### config.mk
export PLATFORM = sky130hd
export DESIGN_NAME = fifo_buffer_param
export DESIGN_NICKNAME = d
export VERILOG_FILES = /design/src/rtl/fifo_buffer_param.sv
export SDC_FILE = /design/constraint.sdc
export NUM_CORES = 1
export LEC_CHECK = 0
export ABC_CLOCK_PERIOD_IN_PS = 4530
export CORE_MARGIN = 5
export CORE_UTILIZATION = 45
export CTS_BUF_LIST = sky130_fd_sc_hd__clkbuf_8
export DETAILED_ROUTE_END_ITERATION = 8
export DONT_BUFFER_PORTS = 1
export HOLD_SLACK_MARGIN = 0.08
export RECOVER_POWER = 25
export SETUP_SLACK_MARGIN = 0.2
export SKIP_LAST_GASP = 1
export SLEW_MARGIN = 20
export SYNTH_ARGS = -nofsm -noshare
export SYNTH_HDL_FRONTEND = slang
export SYNTH_SLANG_ARGS = --single-unit
### constraint.sdc
create_clock -name clk -period 4.53 [get_ports clk]
set_input_delay 0.906 -clock clk [delete_from_list [all_inputs] [get_ports clk]]
set_output_delay 0.906 -clock clk [all_outputs]
set_load 0.01 [all_outputs]
### src/rtl/fifo_buffer_param.sv
// Parametrised synchronous FIFO with full-range word count, programmable
// almost-full/empty thresholds, optional first-word-fall-through and sticky error flags.
module fifo_buffer_param #(
  parameter int DATA_WIDTH = 8,
  parameter int ADDR_WIDTH = 4,
  parameter bit FWFT       = 1'b0
) (
  input  logic                  clk,
  input  logic                  rst,
  input  logic                  wr,
  input  logic [DATA_WIDTH-1:0] wr_data,
  input  logic                  rd,
  output logic [DATA_WIDTH-1:0] rd_data,
  output logic                  rd_valid,
  input  logic [ADDR_WIDTH:0]   al_full_th,
  input  logic [ADDR_WIDTH:0]   al_empty_th,
  input  logic                  clr_err,
  output logic                  full,
  output logic                  empty,
  output logic                  al_full,
  output logic                  al_empty,
  output logic [ADDR_WIDTH:0]   wd_cnt,
  output logic                  overflow,
  output logic                  underflow
);

  localparam int DEPTH = 1 << ADDR_WIDTH;
  localparam logic [ADDR_WIDTH:0] FULL_CNT = {1'b1, {ADDR_WIDTH{1'b0}}};

  logic [DATA_WIDTH-1:0] mem [DEPTH];
  logic [ADDR_WIDTH-1:0] wr_ptr;
  logic [ADDR_WIDTH-1:0] rd_ptr;
  logic [ADDR_WIDTH:0]   cnt;
  logic                  rd_acc;
  logic                  wr_acc;

  assign full     = (cnt == FULL_CNT);
  assign empty    = (cnt == '0);
  assign wd_cnt   = cnt;
  assign al_full  = (cnt >= al_full_th);
  assign al_empty = (cnt <= al_empty_th);

  // A full FIFO still accepts a write when a read frees a slot on the same edge.
  assign rd_acc = rd & ~empty;
  assign wr_acc = wr & (~full | rd_acc);

  // NOTE: sequential state uses non-blocking assignments so every register
  // samples the pre-edge values, independent of statement order.
  always_ff @(posedge clk) begin
    if (rst) begin
      wr_ptr    <= '0;
      rd_ptr    <= '0;
      cnt       <= '0;
      overflow  <= 1'b0;
      underflow <= 1'b0;
    end else begin
      if (wr_acc) wr_ptr <= wr_ptr + 1'b1;
      if (rd_acc) rd_ptr <= rd_ptr + 1'b1;
      case ({wr_acc, rd_acc})
        2'b10:   cnt <= cnt + 1'b1;
        2'b01:   cnt <= cnt - 1'b1;
        default: ;
      endcase
      // A fresh error outranks a simultaneous clear.
      if (wr && !wr_acc)      overflow <= 1'b1;
      else if (clr_err)       overflow <= 1'b0;
      if (rd && !rd_acc)      underflow <= 1'b1;
      else if (clr_err)       underflow <= 1'b0;
    end
  end

  // NOTE: storage has no reset; pointers and count define what is valid, and
  // leaving the array unreset lets it map onto RAM.
  always_ff @(posedge clk) begin
    if (!rst && wr_acc) mem[wr_ptr] <= wr_data;
  end

  if (FWFT) begin : g_fwft
    assign rd_data  = mem[rd_ptr];
    assign rd_valid = ~empty;
  end else begin : g_std
    // At full with read and write on the same slot, the old word is returned.
    always_ff @(posedge clk) begin
      if (rst) begin
        rd_data  <= '0;
        rd_valid <= 1'b0;
      end else begin
        rd_valid <= rd_acc;
        if (rd_acc) rd_data <= mem[rd_ptr];
      end
    end
  end

endmodule
=== Yosys cells after proc, flatten, opt, wreduce, memory -nomap -nowiden ===
Memory sizes are Yosys's and may differ from the RTL's. A register that Yosys moved wholly into a read port is not among the register bits.
Cells that the tools add are included.

* $add $sub $neg: 4
* Multiply operators: 0
* Divide/modulo/power cells: 0
* Order comparisons: 2
* Eq/ne operators: 3
* Shift operators: 0
* Muxes and demuxes: 6
* Bitwise operators: 5
* Reductions and logical operators: 10

{| class="wikitable"
|+ Operators by type and width
! operator !! count
|-
| one-hot mux 5 bit (2 select lines) || 1
|-
| adder 4 x 1 -> 4 bit, second input constant || 2
|-
| nonzero test 2 bit || 3
|-
| adder 5 x 1 -> 5 bit, second input constant || 1
|-
| equality test 5 bit, second input constant || 1
|-
| greater-or-equal comparator 5 bit || 1
|-
| <= comparator 5 bit || 1
|-
| zero test 5 bit || 1
|-
| 2-to-1 mux 1 bit || 5
|-
| subtractor 5 x 1 -> 5 bit, second input constant || 1
|-
| logical AND 1 bit || 3
|-
| zero test 1 bit || 3
|-
| bitwise AND 1 bit || 2
|-
| equality test 2 x 1 -> 1 bit, second input constant || 1
|-
| equality test 2 bit, second input constant || 1
|-
| NOT 1 bit || 2
|-
| OR 1 bit || 1
|}

* Register bits after elaboration: 16
* Bits in latches: 0
* RAM bits: 128
* Bits in read-only memories: 0
* Output and inout bits: 20
* Memories kept: 1

{| class="wikitable"
|+ Memories
! name !! depth !! bits a word !! read ports !! clocked after Yosys merged registers in !! wr ports !! line !! source
|-
| mem || 16 || 8 || 1 || 1 || 1 || 30 || <nowiki>logic [DATA_WIDTH-1:0] mem [DEPTH];</nowiki>
|}

=== Logic depth before layout (Yosys ltp) ===
* Depth in word-level cells: 8
* Mapped depth: 10
* Mapped depth without buffers: 9

=== Worst setup path before layout ===
OpenSTA, ideal clock, no wires.

* Path type: reg-to-reg
* From: register cnt[1] (netlist: wd_cnt[1])
* To: register cnt[4] (netlist: wd_cnt[4])
* Library setup time: 0.132 ns
* Arrival time: 2.597 ns
* Path slack: 1.801 ns
* Cell stages (with the launch flop): 11
* Buffers on the path: 1
* Cell sequence: dfxtp_1 -> or4_4 -> o21ai_1 -> buf_2 -> nor2_1 -> fa_1 -> a21o_1 -> a21oi_1 -> nand3_1 -> a32oi_1 -> a21oi_1

* Cells in the longest elaborated chain, start to end: 7
* Elaborated cells between the ends (all ways): 13

{| class="wikitable"
|+ RTL lines
! item !! line !! source
|-
| start: declaration || 33 || <nowiki>logic [ADDR_WIDTH:0] cnt;</nowiki>
|-
| start signal: assignment || 60 || <nowiki>2'b10: cnt <= cnt + 1'b1;</nowiki>
|-
| start signal: assignment || 61 || <nowiki>2'b01: cnt <= cnt - 1'b1;</nowiki>
|-
| zero test 5 bit || 38 || <nowiki>assign empty = (cnt == '0);</nowiki>
|-
| NOT 1 bit || 44 || <nowiki>assign rd_acc = rd & ~empty;</nowiki>
|-
| bitwise AND 1 bit || 44 ||
|-
| OR 1 bit || 45 || <nowiki>assign wr_acc = wr & (~full | rd_acc);</nowiki>
|-
| bitwise AND 1 bit || 45 ||
|-
| equality test 2 x 1 -> 1 bit / equality test 2 bit (equally long branches) || 59 || <nowiki>case ({wr_acc, rd_acc})</nowiki>
|-
| one-hot mux 5 bit (2 select lines) / nonzero test 2 bit (equally long branches) || - ||
|}

Several ways; a longest one is shown, not always the timed one.
A chain may end at the register's enable or synchronous reset.

=== Worst setup path after layout ===
Same ends and word-level chain as after synthesis.

==> impl_metrics.tcl <==
set metrics [dict create \
    io-pin-count 43 \
    synth-seq-cells 152 \
    numCtsBuffers 17 \
    clock-sinks 152 \
    rsz0062_at_grt "no" \
    end_kind "register" \
    p_per_area_mw_per_mm2 489.1 \
    relSlewSlack_pct 36.63 \
    cp_max_fo 11 \
    timing.rr.end "wd_cnt[4]" \
    clkTransAtPathRegs_ns 0.08 \
    gp_congestion 0.7823 \
    die_h_um 128.2 \
    vias 3364 \
    grt_pass1_vias 3470 \
    cts_root_buf "clkbuf_8" \
    initial_utilization_pct 45.65 \
    cp-endpoint "wd_cnt[4]" \
    p_int_mw 2.416 \
    critPathKind "register to register" \
    avgSynthCellArea_um2 15.45 \
    drive_gt1_share_pct 13.18 \
    ys.flop_type "edfxtp_1" \
    die_area_mm2 0.01644 \
    vias_per_cell 5.560 \
    post-cts-setup-buffer-count 0 \
    p_sw_uw 951.5 \
    async_flop_share_pct 0 \
    max_slew.worst_pin.slew_ns 0.9470 \
    die_w_um 128.2 \
    rrSetupSlack_ns 1.56 \
    holdPathStages 1 \
    antenna_found_initial 0 \
    synthCells 407 \
    routedWlPerCell_um 21.49 \
    finalMaxSlewViolations 0 \
    drc_errors 0 \
    grt_pass1_wl_um 19910 \
    dp_hpwl_um 8681 \
    hold_buffers 0 \
    clk_latency_ns 0.44 \
    reg2reg_from "wd_cnt[1]" \
    vdd_drop_max_mv 0.2359 \
    crit_arrival_ns 3.30 \
    seq_power_share_pct 51.0 \
    crit_top_cell "a21oi_1" \
    startpoint "wd_cnt[1]" \
    finalSetupTns_ns 0 \
    area_growth_pct 9.492 \
    yosys.area.top_type_share_pct 61.13 \
    setup_viol 0 \
    grt_start_max_net_pins 31 \
    drtIter0Drc 243 \
    ys_types 39 \
    grt_usage_pct 16.72 \
    crit_path_start_kind "register" \
    first_pass_iters 4 \
    rows 43 \
    crit_slowest_cell "or4_4" \
    synth_top_area_cell "edfxtp_1" \
    outcome "finished clean" \
    synthesis.area_mm2 0.006287 \
    yosysSeqAreaShare_pct 68.78 \
    post-route-min-period_ns 2.967 \
    clockBufferDepth 2 \
    fin_hold_ws_ns 0.5257 \
    synth_warnings 0 \
    cts_tree "yes" \
    r2r_cells 10 \
    worst_hold_path_type "input port to register" \
    n_fill_cell 1173 \
    overflow 0 \
    ys_top_cells_by_area "edfxtp_1, dfxtp_1, mux2i_1" \
    totalWireLength_um 13000 \
    drtAntennaViolNets 0 \
    required_ns 4.86 \
    num_antenna_cells 0 \
    port_buffers 0 \
    worstHoldStart "rst" \
    ctsResizeCount 0 \
    fin_worst_skew_ns 0.01159 \
    finalHoldViolCount 0 \
    pwr-share-clk_pct 31.8 \
    worstPathCellList "or4_4 > o21ai_1 > buf_4 > nor2_1 > fa_1 > a21o_1 > a21oi_1 > nand3_1 > a32oi_1 > a21oi_1" \
    synth_edf_count 128 \
    power_leakage_nw 2.267 \
    switching_share_pct 28.26 \
    p_comb_share_pct 17.2 \
    max_cap_violations 0 \
    fmax_mhz 337.0 \
    post-route-period-util_pct 65.50 \
    core_area_mm2 0.01377 \
    cts_max_level 4 \
    num-nets-final 454 \
    mappedNetlistNets 449 \
    max_stage_delay_ns 0.60 \
]
sequential cells by signal, summed over array words and instances, names as in the netlist:
| name | flops |
|---|---|
| mem | 128 |
| overflow | 1 |
| rd_data | 8 |
| rd_ptr | 4 |
| rd_valid | 1 |
| underflow | 1 |
| wd_cnt | 5 |
| wr_ptr | 4 |
cell type report:
| class | count | area (um^2) | share of cell area, % |
|---|---|---|---|
| Timing Repair Buffer | 5 | 37.54 | 0.5453 |
| Sequential cell | 152 | 4325 | 62.83 |
| Tap cell | 180 | 225.2 | 3.272 |
| Clock buffer | 18 | 247.7 | 3.599 |
| Multi-Input combinational cell | 221 | 1821 | 26.44 |
| Inverter | 15 | 56.30 | 0.8179 |
| Clock inverter | 14 | 171.4 | 2.490 |
through the flow:
step / setup slack (ns) / instance area [um^2] / instances / util, % / power [mW]
CTS: 1.505 / 6884 / 605 / 49.98 / 3.404
floorplan: 1.801 / 6287 / 407 / - / 2.184
detailed placement: 1.599 / 6465 / 573 / 46.94 / 2.338
global placement: 1.669 / 6465 / 573 / 46.94 / 2.326
global route: 1.354 / 6884 / 605 / 49.98 / 3.536
finish: 1.563 / 6884 / 605 / 49.98 / 3.367
cells in the final DEF (no fill, tap or decap), types with 2 or more instances in the layout:
cell type and count:
nor4_1 10, a22oi_1 2, a21o_1 2, a21oi_1 8, or3_1 3, xor2_1 5, inv_6 3, o22ai_1 16
edfxtp_1 128, ha_1 18, mux4_2 16, nand3_1 2, o21ai_0 2, inv_1 16, mux2i_1 36, nand4_1 2
dfxtp_1 23, clkinv_4 3, nand2_1 13, buf_4 5, nor2_1 48, nor2b_1 4, xnor2_1 4, nor3_1 8
clkinv_2 2, bufinv_16 3, a22o_1 7, nand3b_1 2, clkbuf_8 18, a32oi_1 2
kinds of logic (layout without fill, tap and decap cells):
family	after synthesis	in the layout	share of synthesized area (%)
and+or+nand+nor	95	95	6.985
muxes	53	53	11.82
buffers and inverters	34	52	2.269
DFF	152	152	68.78
adders and majority gates	19	19	3.901
xor gates and xnor gates	9	9	1.254
AOI/OAI and AO/OA	45	45	4.995
per-layer routing:
metal,global-route usage [%],vias up,wire length (um)
met4,5.243,0,97
met1,21.42,1695,5662
met5,0,-,0
met3,4.875,8,763
li1,-,1571,-
met2,27.55,90,6476
synth_stat cells (all sizes together) (5+ instances only):
master / number
ha: 18
dfxtp: 24
nor2: 48
nor3: 8
nand2: 13
nor4: 10
a21oi: 8
mux2i: 37
buf: 11
edfxtp: 128
inv: 15
clkbuf: 8
xor2: 5
a22o: 7
mux4: 16
o22ai: 16
power groups by stage:
stage | clock network [mW] | logic [mW] | registers, mW
global route | 1.16 | 0.648 | 1.73
detailed placement | 0 | 0.586 | 1.75
CTS | 1.09 | 0.588 | 1.72
finish | 1.07 | 0.579 | 1.72
floorplan | 0 | 0.481 | 1.70
global placement | 0 | 0.575 | 1.75
worst max-delay path: cells and delay by family (launching register included):
family | cells | cell delay (ns)
compound gates | 5 | 0.96
simple gates | 3 | 0.84
flops | 1 | 0.43
fa+ha+maj | 1 | 0.41
buf+inv | 1 | 0.21
worst min path at each step:
stage / to
2_1_floorplan: rd_data[0]
3_3_place_gp: rd_data[3]
3_5_place_dp: rd_data[3]
4_1_cts: rd_ptr[2]
5_1_grt: rd_ptr[2]
6_report: rd_ptr[2]
(Power assumes the default switching activity.)
